--- src/rtl/id_operand_stage.sv ---
// Decode-stage pipeline slot: holds one instruction, resolves source operands via
// prioritised forwarding with load-use interlock. Optional stall counter: ID_STALL_CNT_EN.
module id_operand_stage #(
    parameter int XLEN    = 32,
    parameter int NUM_SRC = 2,
    parameter int NUM_FWD = 3,
    parameter int REG_AW  = 5
) (
    input  logic                      clk,
    input  logic                      rst,
    input  logic                      in_valid,
    input  logic [XLEN-1:0]           in_pc,
    input  logic [31:0]               in_inst,
    output logic                      id_allow_in,
    input  logic                      flush,
    input  logic                      hold,
    output logic [XLEN-1:0]           out_pc,
    output logic [31:0]               out_inst,
    input  logic [NUM_SRC-1:0]        src_en,
    input  logic [NUM_SRC*REG_AW-1:0] src_addr,
    input  logic [NUM_SRC*XLEN-1:0]   rf_rdata,
    input  logic [NUM_FWD-1:0]        fwd_valid,
    input  logic [NUM_FWD-1:0]        fwd_we,
    input  logic [NUM_FWD*REG_AW-1:0] fwd_addr,
    input  logic [NUM_FWD*XLEN-1:0]   fwd_data,
    input  logic [NUM_FWD-1:0]        fwd_rdy,
    output logic [NUM_SRC*XLEN-1:0]   opnd_data,
    output logic                      out_valid,
    input  logic                      out_ready,
    output logic [31:0]               stall_cnt
);

    logic                             valid_q;
    logic [XLEN-1:0]                  pc_q;
    logic [31:0]                      inst_q;
    logic [NUM_SRC-1:0]               cap_q;
    logic [NUM_SRC-1:0][XLEN-1:0]     cap_data_q;

    logic [NUM_SRC-1:0]               res;
    logic [NUM_SRC-1:0]               fwd_hit;
    logic [NUM_SRC-1:0]               can_cap;
    logic [NUM_SRC-1:0][XLEN-1:0]     opnd;
    logic                             ready_go;
    logic                             issue;
    logic                             load;

    // Per-source resolution: x0, captured value, youngest matching producer, register file.
    // can_cap marks values that came from live sources and may be latched this cycle.
    always_comb begin
        res     = '0;
        fwd_hit = '0;
        can_cap = '0;
        opnd    = '0;
        for (int k = 0; k < NUM_SRC; k++) begin
            if (src_addr[k*REG_AW +: REG_AW] == '0) begin
                res[k]  = 1'b1;
                opnd[k] = '0;
            end else if (cap_q[k]) begin
                res[k]  = 1'b1;
                opnd[k] = cap_data_q[k];
            end else begin
                for (int i = 0; i < NUM_FWD; i++) begin
                    if (!fwd_hit[k] && fwd_valid[i] && fwd_we[i] &&
                        fwd_addr[i*REG_AW +: REG_AW] == src_addr[k*REG_AW +: REG_AW]) begin
                        fwd_hit[k] = 1'b1;
                        res[k]     = fwd_rdy[i];
                        opnd[k]    = fwd_data[i*XLEN +: XLEN];
                    end
                end
                if (!fwd_hit[k]) begin
                    res[k]  = 1'b1;
                    opnd[k] = rf_rdata[k*XLEN +: XLEN];
                end
                can_cap[k] = res[k];
            end
        end
    end

    // Handshake: out_valid/out_ready transfer when both high; id_allow_in/in_valid
    // transfer when both high. out_valid does not depend on out_ready.
    assign ready_go    = !hold && ((src_en & ~res) == '0);
    assign out_valid   = valid_q && ready_go;
    assign issue       = out_valid && out_ready;
    assign id_allow_in = !valid_q || (ready_go && out_ready);
    assign load        = in_valid && id_allow_in;

    assign out_pc    = pc_q;
    assign out_inst  = inst_q;
    assign opnd_data = opnd;

    always_ff @(posedge clk or posedge rst) begin
        if (rst) begin
            valid_q    <= 1'b0;
            pc_q       <= '0;
            inst_q     <= '0;
            cap_q      <= '0;
            cap_data_q <= '0;
        end else if (flush) begin
            valid_q <= 1'b0;
            cap_q   <= '0;
        end else if (load) begin
            valid_q <= 1'b1;
            pc_q    <= in_pc;
            inst_q  <= in_inst;
            cap_q   <= '0;
        end else if (issue) begin
            valid_q <= 1'b0;
        end else if (valid_q) begin
            // Latch resolved operands so a downstream stall cannot lose a forwarded value.
            for (int k = 0; k < NUM_SRC; k++) begin
                if (src_en[k] && can_cap[k]) begin
                    cap_q[k]      <= 1'b1;
                    cap_data_q[k] <= opnd[k];
                end
            end
        end
    end

`ifdef ID_STALL_CNT_EN
    logic [31:0] stall_cnt_q;

    always_ff @(posedge clk or posedge rst) begin
        if (rst) begin
            stall_cnt_q <= '0;
        end else if (valid_q && !hold && ((src_en & ~res) != '0) && (stall_cnt_q != '1)) begin
            stall_cnt_q <= stall_cnt_q + 32'd1;
        end
    end

    assign stall_cnt = stall_cnt_q;
`else
    assign stall_cnt = '0;
`endif

endmodule

--- config.mk ---
export PLATFORM = sky130hd
export DESIGN_NAME = id_operand_stage
export DESIGN_NICKNAME = d
export VERILOG_FILES = /design/src/rtl/id_operand_stage.sv
export SDC_FILE = /design/constraint.sdc
export NUM_CORES = 1
export LEC_CHECK = 0
export ABC_CLOCK_PERIOD_IN_PS = 12500
export CAP_MARGIN = 20
export CORE_AREA = 2 2 169 171
export DETAILED_ROUTE_END_ITERATION = 7
export DIE_AREA = 0 0 171 173
export GPL_ROUTABILITY_DRIVEN = 0
export MAX_ROUTING_LAYER = met4
export PLACE_DENSITY = 0.63
export SYNTH_ARGS = -nofsm -noshare
export SYNTH_HDL_FRONTEND = slang
export SYNTH_SLANG_ARGS = --single-unit
--- constraint.sdc ---
create_clock -name clk -period 12.5 [get_ports clk]
set_input_delay 2.5 -clock clk [delete_from_list [all_inputs] [get_ports clk]]
set_output_delay 2.5 -clock clk [all_outputs]
set_load 0.02 [all_outputs]
==> flow_summary.json, run 1 <==
{
  "first_global_vias": 8471,
  "io_pins": 428,
  "final_cell_mix": "clkdlybuf4s50_1 (395), dfrtp_1 (130), a21oi_1 (80)",
  "synthCells": 808,
  "cts_root_buf": "clkbuf_16",
  "grt_pass1_wl_um": 53600,
  "synth_adder_area_share_pct": 0,
  "powerDensity_nw_per_um2": 128,
  "initial_core_util_pct": 31.1,
  "tightest_slew_ns": 1.02,
  "clock_latency_ns": 0.43,
  "dieArea_sq_um": 29600,
  "drv_cap": 0,
  "hold_depth": 1,
  "wl_per_cell_um": 23.5,
  "vias": 8348,
  "critPathLaunchType": "input port",
  "syn_area_sq_um": 8600,
  "max_stage_delay_ns": 0.95,
  "grt_max_degree": 80,
  "path_delay_family": "buffers and inverters",
  "rows": 61,
  "status": "complete, no violations",
  "fin_setup_tns_ns": 0,
  "drt_pass1_iterations": 5,
  "ys.flop_type": "dfrtp_1",
  "reg2regPathDepth": 6,
  "crit_arrival_ns": 6.46,
  "drt_iter0_markers": 738,
  "maxSlewViolCount": 0,
  "cts.clk_slew.worst_paths_ns": 0.07,
  "finalSetupViolCount": 0,
  "finalWorstSetupSlack_ns": 3.54,
  "synth_top_family_by_area": "compound AO/OA/AOI/OAI gates",
  "max-slew-margin-rel_pct": 32.0,
  "cts_max_level": 4,
  "synth-compound-area-share_pct": 23.8,
  "rsz0062_at_grt": "no",
  "place_ws_ns": 3.61,
  "worstSetupPathDepth": 10,
  "peakVddDrop_uv": 85.3,
  "crit_path_frequent_cell": "clkdlybuf4s50_1",
  "hold_viol_final": 0,
  "portBuffers": 395,
  "crit_chain": "clkdlybuf4s50_1 > xor2_1 > nor4_2 > nand2_2 > buf_4 > nand3_1 > o22ai_1 > a211o_1 > a21oi_1 > clkdlybuf4s50_1",
  "end_kind": "output pin",
  "crit_path_top_delay_cell": "nand3_1",
  "hpwl_um": 27600,
  "postCtsSetupRepairBufs": 0,
  "vias_per_cell": 5.33,
  "yosys_warnings": 0,
  "grt_usage_pct": 24.9,
  "synthSimpleGateAreaFrac_pct": 7.04,
  "syn_to_final_growth_pct": 54.4,
  "drive_gt1_share_pct": 18.4,
  "cts_resized": 0,
  "final_common_cell": "clkdlybuf4s50_1",
  "ys_types": 58,
  "cp.required_ns": 10.00,
  "skew_ns": 0.0107,
  "critical_path_class": "input port to output pin",
  "hold_class": "flop to flop",
  "seq_area_frac_synth_pct": 38.1,
  "synth_edf_count": 0,
  "coreArea_sq_um": 27600,
  "finalCriticalPeriod_ns": 8.96,
  "numCtsBuffers": 17,
  "synth_seq_cells": 131,
  "period_share_pct": 71.7,
  "cts_hold_buf": 0,
  "fmax_ghz": 0.112,
  "overflow": 0,
  "wl_um": 36800,
  "avgSynthCellArea_sq_um": 10.6,
  "ant_nets": 0,
  "hold_ws_ns": 0.482,
  "cp_max_fo": 79,
  "die_x_um": 171,
  "synthArstFlopShare_pct": 100,
  "clkSinkCount": 131,
  "die_h_um": 173,
  "drc_errors": 0,
  "fin_nets": 1435,
  "cp_num_buf_inv": 3,
  "synth.mux.area_fraction_pct": 20.7,
  "leakage_uw": 0.00542,
  "synth_xor_xnor_area_share_pct": 3.25,
  "cts_max_path_buffers": 2,
  "antenna_found_initial": 4,
  "cts_tree": "built"
}
## per-layer routing
| metal | vias to the layer above | GRT usage (%) | part of all wire, % | wire length (um) |
|---|---|---|---|---|
| li1 | 3728 | - | - | - |
| met1 | 4111 | 33.7 | 44 | 16200 |
| met5 | - | - | 0 | 0 |
| met2 | 463 | 37.2 | 45 | 16600 |
| met3 | 46 | 5.56 | 8.9 | 3280 |
| met4 | 0 | 7.45 | 2.1 | 786 |
## Yosys cell counts (11+ instances only)
cell type    n  area share (%)
mux2i_1     12             1.4
a22oi_1     22             1.9
buf_4       32             2.8
o221a_2     25             3.3
nand2_1     39             1.7
mux2_2      64             8.4
xnor2_1     19             1.9
a221o_1     23             2.7
mux2_4      58              10
buf_6       12             1.6
a21oi_1     80             4.7
o21ai_0     36             2.1
nor2_1      42             1.8
xor2_1      11             1.1
dfrtp_1    131              38
a211o_1     29             3.0
o22ai_1     34             2.5
clkbuf_1    38             1.7
## final cells by class
cell class | count | area [sq um]
inverters | 6 | 27.5
multi-input cells | 605 | 4840
repair buffers | 408 | 4050
fillers | 2638 | 14400
clock inverters | 15 | 164
diodes | 5 | 12.5
well taps | 378 | 473
clock buffers | 17 | 425
flip-flops and latches | 131 | 3280
## path summary, 6_finish.rpt
check                                    start             end  slack, ns
worst max-delay path               src_addr[5]   opnd_data[42]       3.54
worst min-delay path            cap_data_q[17]  cap_data_q[17]       0.48
worst max register to register        cap_q[1]  cap_data_q[60]       9.05
worst min register to register  cap_data_q[17]  cap_data_q[17]       0.48
max in group asynchronous                  rst  cap_data_q[39]       8.57
min in group asynchronous                  rst      out_pc[30]       2.54
## sequential cells by signal, summed over array words and instances (netlist names)
register / flops
cap_data_q: 64
out_inst: 32
out_pc: 32
cap_q: 2
valid_q: 1
## logic make-up (layout without fill, tap and decap cells)
group	after synthesis	after routing
compound gates	278	278
xor+xnor	31	31
buf+inv	103	446
flops	131	131
mux	140	140
other cells	1	37
simple gates	124	124
## where the power goes
| group | internal (uW) | total, uW | leakage, uW | switching [uW] |
|---|---|---|---|---|
| Sequential | 534 | 595 | 0.00156 | 61.1 |
| Combinational | 335 | 591 | 0.00357 | 256 |
| Clock | 269 | 514 | 0.000288 | 245 |
| Total | 1140 | 1700 | 0.00542 | 562 |
## per-stage QoR
stage	power [uW]	cell area [sq um]	std cells	utilization (%)
2_1_floorplan	913	8710	839	-
3_3_place_gp	1180	12700	1528	45.9
3_5_place_dp	1190	12700	1528	45.9
4_1_cts	1720	13300	1560	48.0
5_1_grt	1780	13300	1564	48.0
6_report	1700	13300	1565	48.1
No activity file was read; power rests on OpenSTA's default activity.
==> run 2, diff against run 1 <==
==> config.mk (replaced) <==
export PLATFORM = sky130hd
export DESIGN_NAME = id_operand_stage
export DESIGN_NICKNAME = d
export VERILOG_FILES = /design/src/rtl/id_operand_stage.sv
export SDC_FILE = /design/constraint.sdc
export NUM_CORES = 1
export LEC_CHECK = 0
export ABC_CLOCK_PERIOD_IN_PS = 7600
export CAP_MARGIN = 20
export CORE_AREA = 2 2 165 167
export DETAILED_ROUTE_END_ITERATION = 7
export DIE_AREA = 0 0 167 169
export GPL_ROUTABILITY_DRIVEN = 0
export MAX_ROUTING_LAYER = met4
export PLACE_DENSITY = 0.68
export SYNTH_ARGS = -nofsm -noshare
export SYNTH_HDL_FRONTEND = slang
export SYNTH_SLANG_ARGS = --single-unit
==> constraint.sdc (replaced) <==
create_clock -name clk -period 7.6 [get_ports clk]
set_input_delay 1.52 -clock clk [delete_from_list [all_inputs] [get_ports clk]]
set_output_delay 1.52 -clock clk [all_outputs]
set_load 0.02 [all_outputs]
==> run 2 against run 1 <==
Compared with the run above:
- clock power rose by 76%
- routed wire length shrank 4.8%
- sequential power rose by 64%
- cell area is 0.25% higher
- final cell count is 2.2% lower
- combinational power rose by 65%
- sequential cell count unchanged
- die area down 4.6%
- register-to-register slack worse by 4.8 ns
- highest routed layer unchanged
==> flow_summary.json, run 2 (synthesis results as in run 1) <==
{
  "drv_cap": 0,
  "io_pins": 428,
  "crit_arrival_ns": 5.00,
  "clkSinkCount": 131,
  "final_cell_mix": "clkdlybuf4s50_1 (395), dfrtp_1 (130), a21oi_1 (80)",
  "coreArea_sq_um": 26500,
  "hpwl_um": 26300,
  "period_share_pct": 85.8,
  "fin_nets": 1440,
  "wl_per_cell_um": 22.9,
  "grt_pass1_wl_um": 51700,
  "cts_root_buf": "clkbuf_16",
  "tightest_slew_ns": 1.00,
  "finalCriticalPeriod_ns": 6.52,
  "cts_resized": 0,
  "leakage_uw": 0.00547,
  "initial_core_util_pct": 32.4,
  "antenna_found_initial": 2,
  "grt_util_met3_pct": 5.87,
  "die_h_um": 169,
  "crit_path_top_delay_cell": "clkdlybuf4s50_1",
  "drt_pass1_iterations": 5,
  "first_global_vias": 8296,
  "portBuffers": 395,
  "overflow": 0,
  "powerDensity_nw_per_um2": 215,
  "grtUsageMet1_pct": 33.5,
  "vias": 8362,
  "skew_ns": 0.00742,
  "final_common_cell": "clkdlybuf4s50_1",
  "cts.clk_slew.worst_paths_ns": 0.06,
  "critPathLaunchType": "input port",
  "fmax_ghz": 0.153,
  "power.share.switching_pct": 31.3,
  "ant_nets": 0,
  "finalSetupViolCount": 0,
  "peakVddDrop_uv": 140,
  "cts_hold_buf": 0,
  "grt_busiest_layer": "met2",
  "grt_usage_pct": 24.8,
  "grt_use_met2_pct": 36.8,
  "rows": 60,
  "critical_path_class": "input port to output pin",
  "rsz0062_at_grt": "no",
  "fin_setup_tns_ns": 0,
  "crit_path_frequent_cell": "clkdlybuf4s50_1",
  "drive_gt1_share_pct": 18.6,
  "finalWorstSetupSlack_ns": 1.08,
  "hold_viol_final": 0,
  "pwr-share-comb_pct": 34.1,
  "pwr-share-seq_pct": 34.2,
  "place_ws_ns": 1.06,
  "end_kind": "output pin",
  "switching_power_uw": 895,
  "top_register": "cap_data_q",
  "largest_reg_flops": 64,
  "status": "complete, no violations",
  "wl_um": 35100,
  "drt_iter0_markers": 576,
  "cts_max_path_buffers": 2,
  "cp_max_fo": 47,
  "clock_latency_ns": 0.42,
  "cts_max_level": 4,
  "die_x_um": 167,
  "clock_power_share_pct": 31.7,
  "final.fill_count": 2446,
  "syn_to_final_growth_pct": 54.8,
  "vias_per_cell": 5.47,
  "grt_max_degree": 71,
  "hold_class": "flop to flop",
  "max_stage_delay_ns": 0.67,
  "dieArea_sq_um": 28200,
  "crit_chain": "clkdlybuf4s50_1 > xor2_1 > nor4_2 > nand2_2 > buf_4 > and3_1 > a211o_1 > a21oi_1 > clkdlybuf4s50_1",
  "postCtsSetupRepairBufs": 0,
  "numCtsBuffers": 17,
  "drc_errors": 0,
  "p_int_uw": 1960,
  "cp.required_ns": 6.08,
  "max-slew-margin-rel_pct": 33.0,
  "cts_tree": "built",
  "maxSlewViolCount": 0
}
==> run 2: worst paths after layout <==
kind | from | to | slack (ns) | cells after the start
setup / recovery | src_addr[6] | opnd_data[54] | 1.08 | 9
hold / removal | cap_data_q[17] | cap_data_q[17] | 0.49 | 1
setup reg to reg | cap_q[1] | out_pc[15] | 4.28 | 6
hold reg to reg | cap_data_q[17] | cap_data_q[17] | 0.49 | 1
max in group asynchronous | rst | cap_data_q[28] | 4.96 | 4
min in group asynchronous | rst | out_pc[31] | 1.53 | 2
==> run 2: layout make-up <==
| type | instances | area [sq um] | area share, % |
|---|---|---|---|
| inverter | 6 | 27.5 | 0.207 |
| antenna | 2 | 5.00 | 0.0376 |
| clock buffer | 18 | 429 | 3.22 |
| timing repair buffer | 413 | 4110 | 30.9 |
| tap | 341 | 427 | 3.21 |
| sequential | 131 | 3280 | 24.6 |
| multi-input combinational | 605 | 4840 | 36.4 |
| clock inverter | 14 | 190 | 1.43 |
==> run 2: power by group through the flow <==
stage | clock network (uW) | registers (uW) | logic (uW)
6_report | 905 | 978 | 974
3_5_place_dp | 0 | 986 | 969
2_1_floorplan | 0 | 1050 | 452
5_1_grt | 960 | 1000 | 1030
3_3_place_gp | 0 | 979 | 963
4_1_cts | 924 | 978 | 975
==> run 2: worst max-delay path, delay by kind of cell <==
kind / cells / cell delay (ns)
xor+xnor: 1 / 0.22
simple gates: 3 / 1.11
buf+inv: 3 / 1.49
compound gates: 2 / 0.66
==> run 2: metal layers <==
layer | vias up | routed length [um]
li1 | 3745 | -
met1 | 4083 | 15500
met2 | 472 | 15700
met3 | 62 | 2910
met4 | 0 | 977
met5 | - | 0
==> run 2: metrics by stage <==
| step | area (sq um) | cells | total power (uW) | hold slack [ns] | utilization [%] |
|---|---|---|---|---|---|
| 6_report | 13300 | 1530 | 2860 | 0.488 | 50.2 |
| 2_1_floorplan | 8710 | 839 | 1500 | 0.452 | - |
| 5_1_grt | 13300 | 1530 | 2990 | 0.511 | 50.2 |
| 3_3_place_gp | 12700 | 1495 | 1940 | 0.463 | 47.8 |
| 3_5_place_dp | 12700 | 1495 | 1960 | 0.472 | 47.8 |
| 4_1_cts | 13300 | 1527 | 2880 | 0.486 | 50.1 |
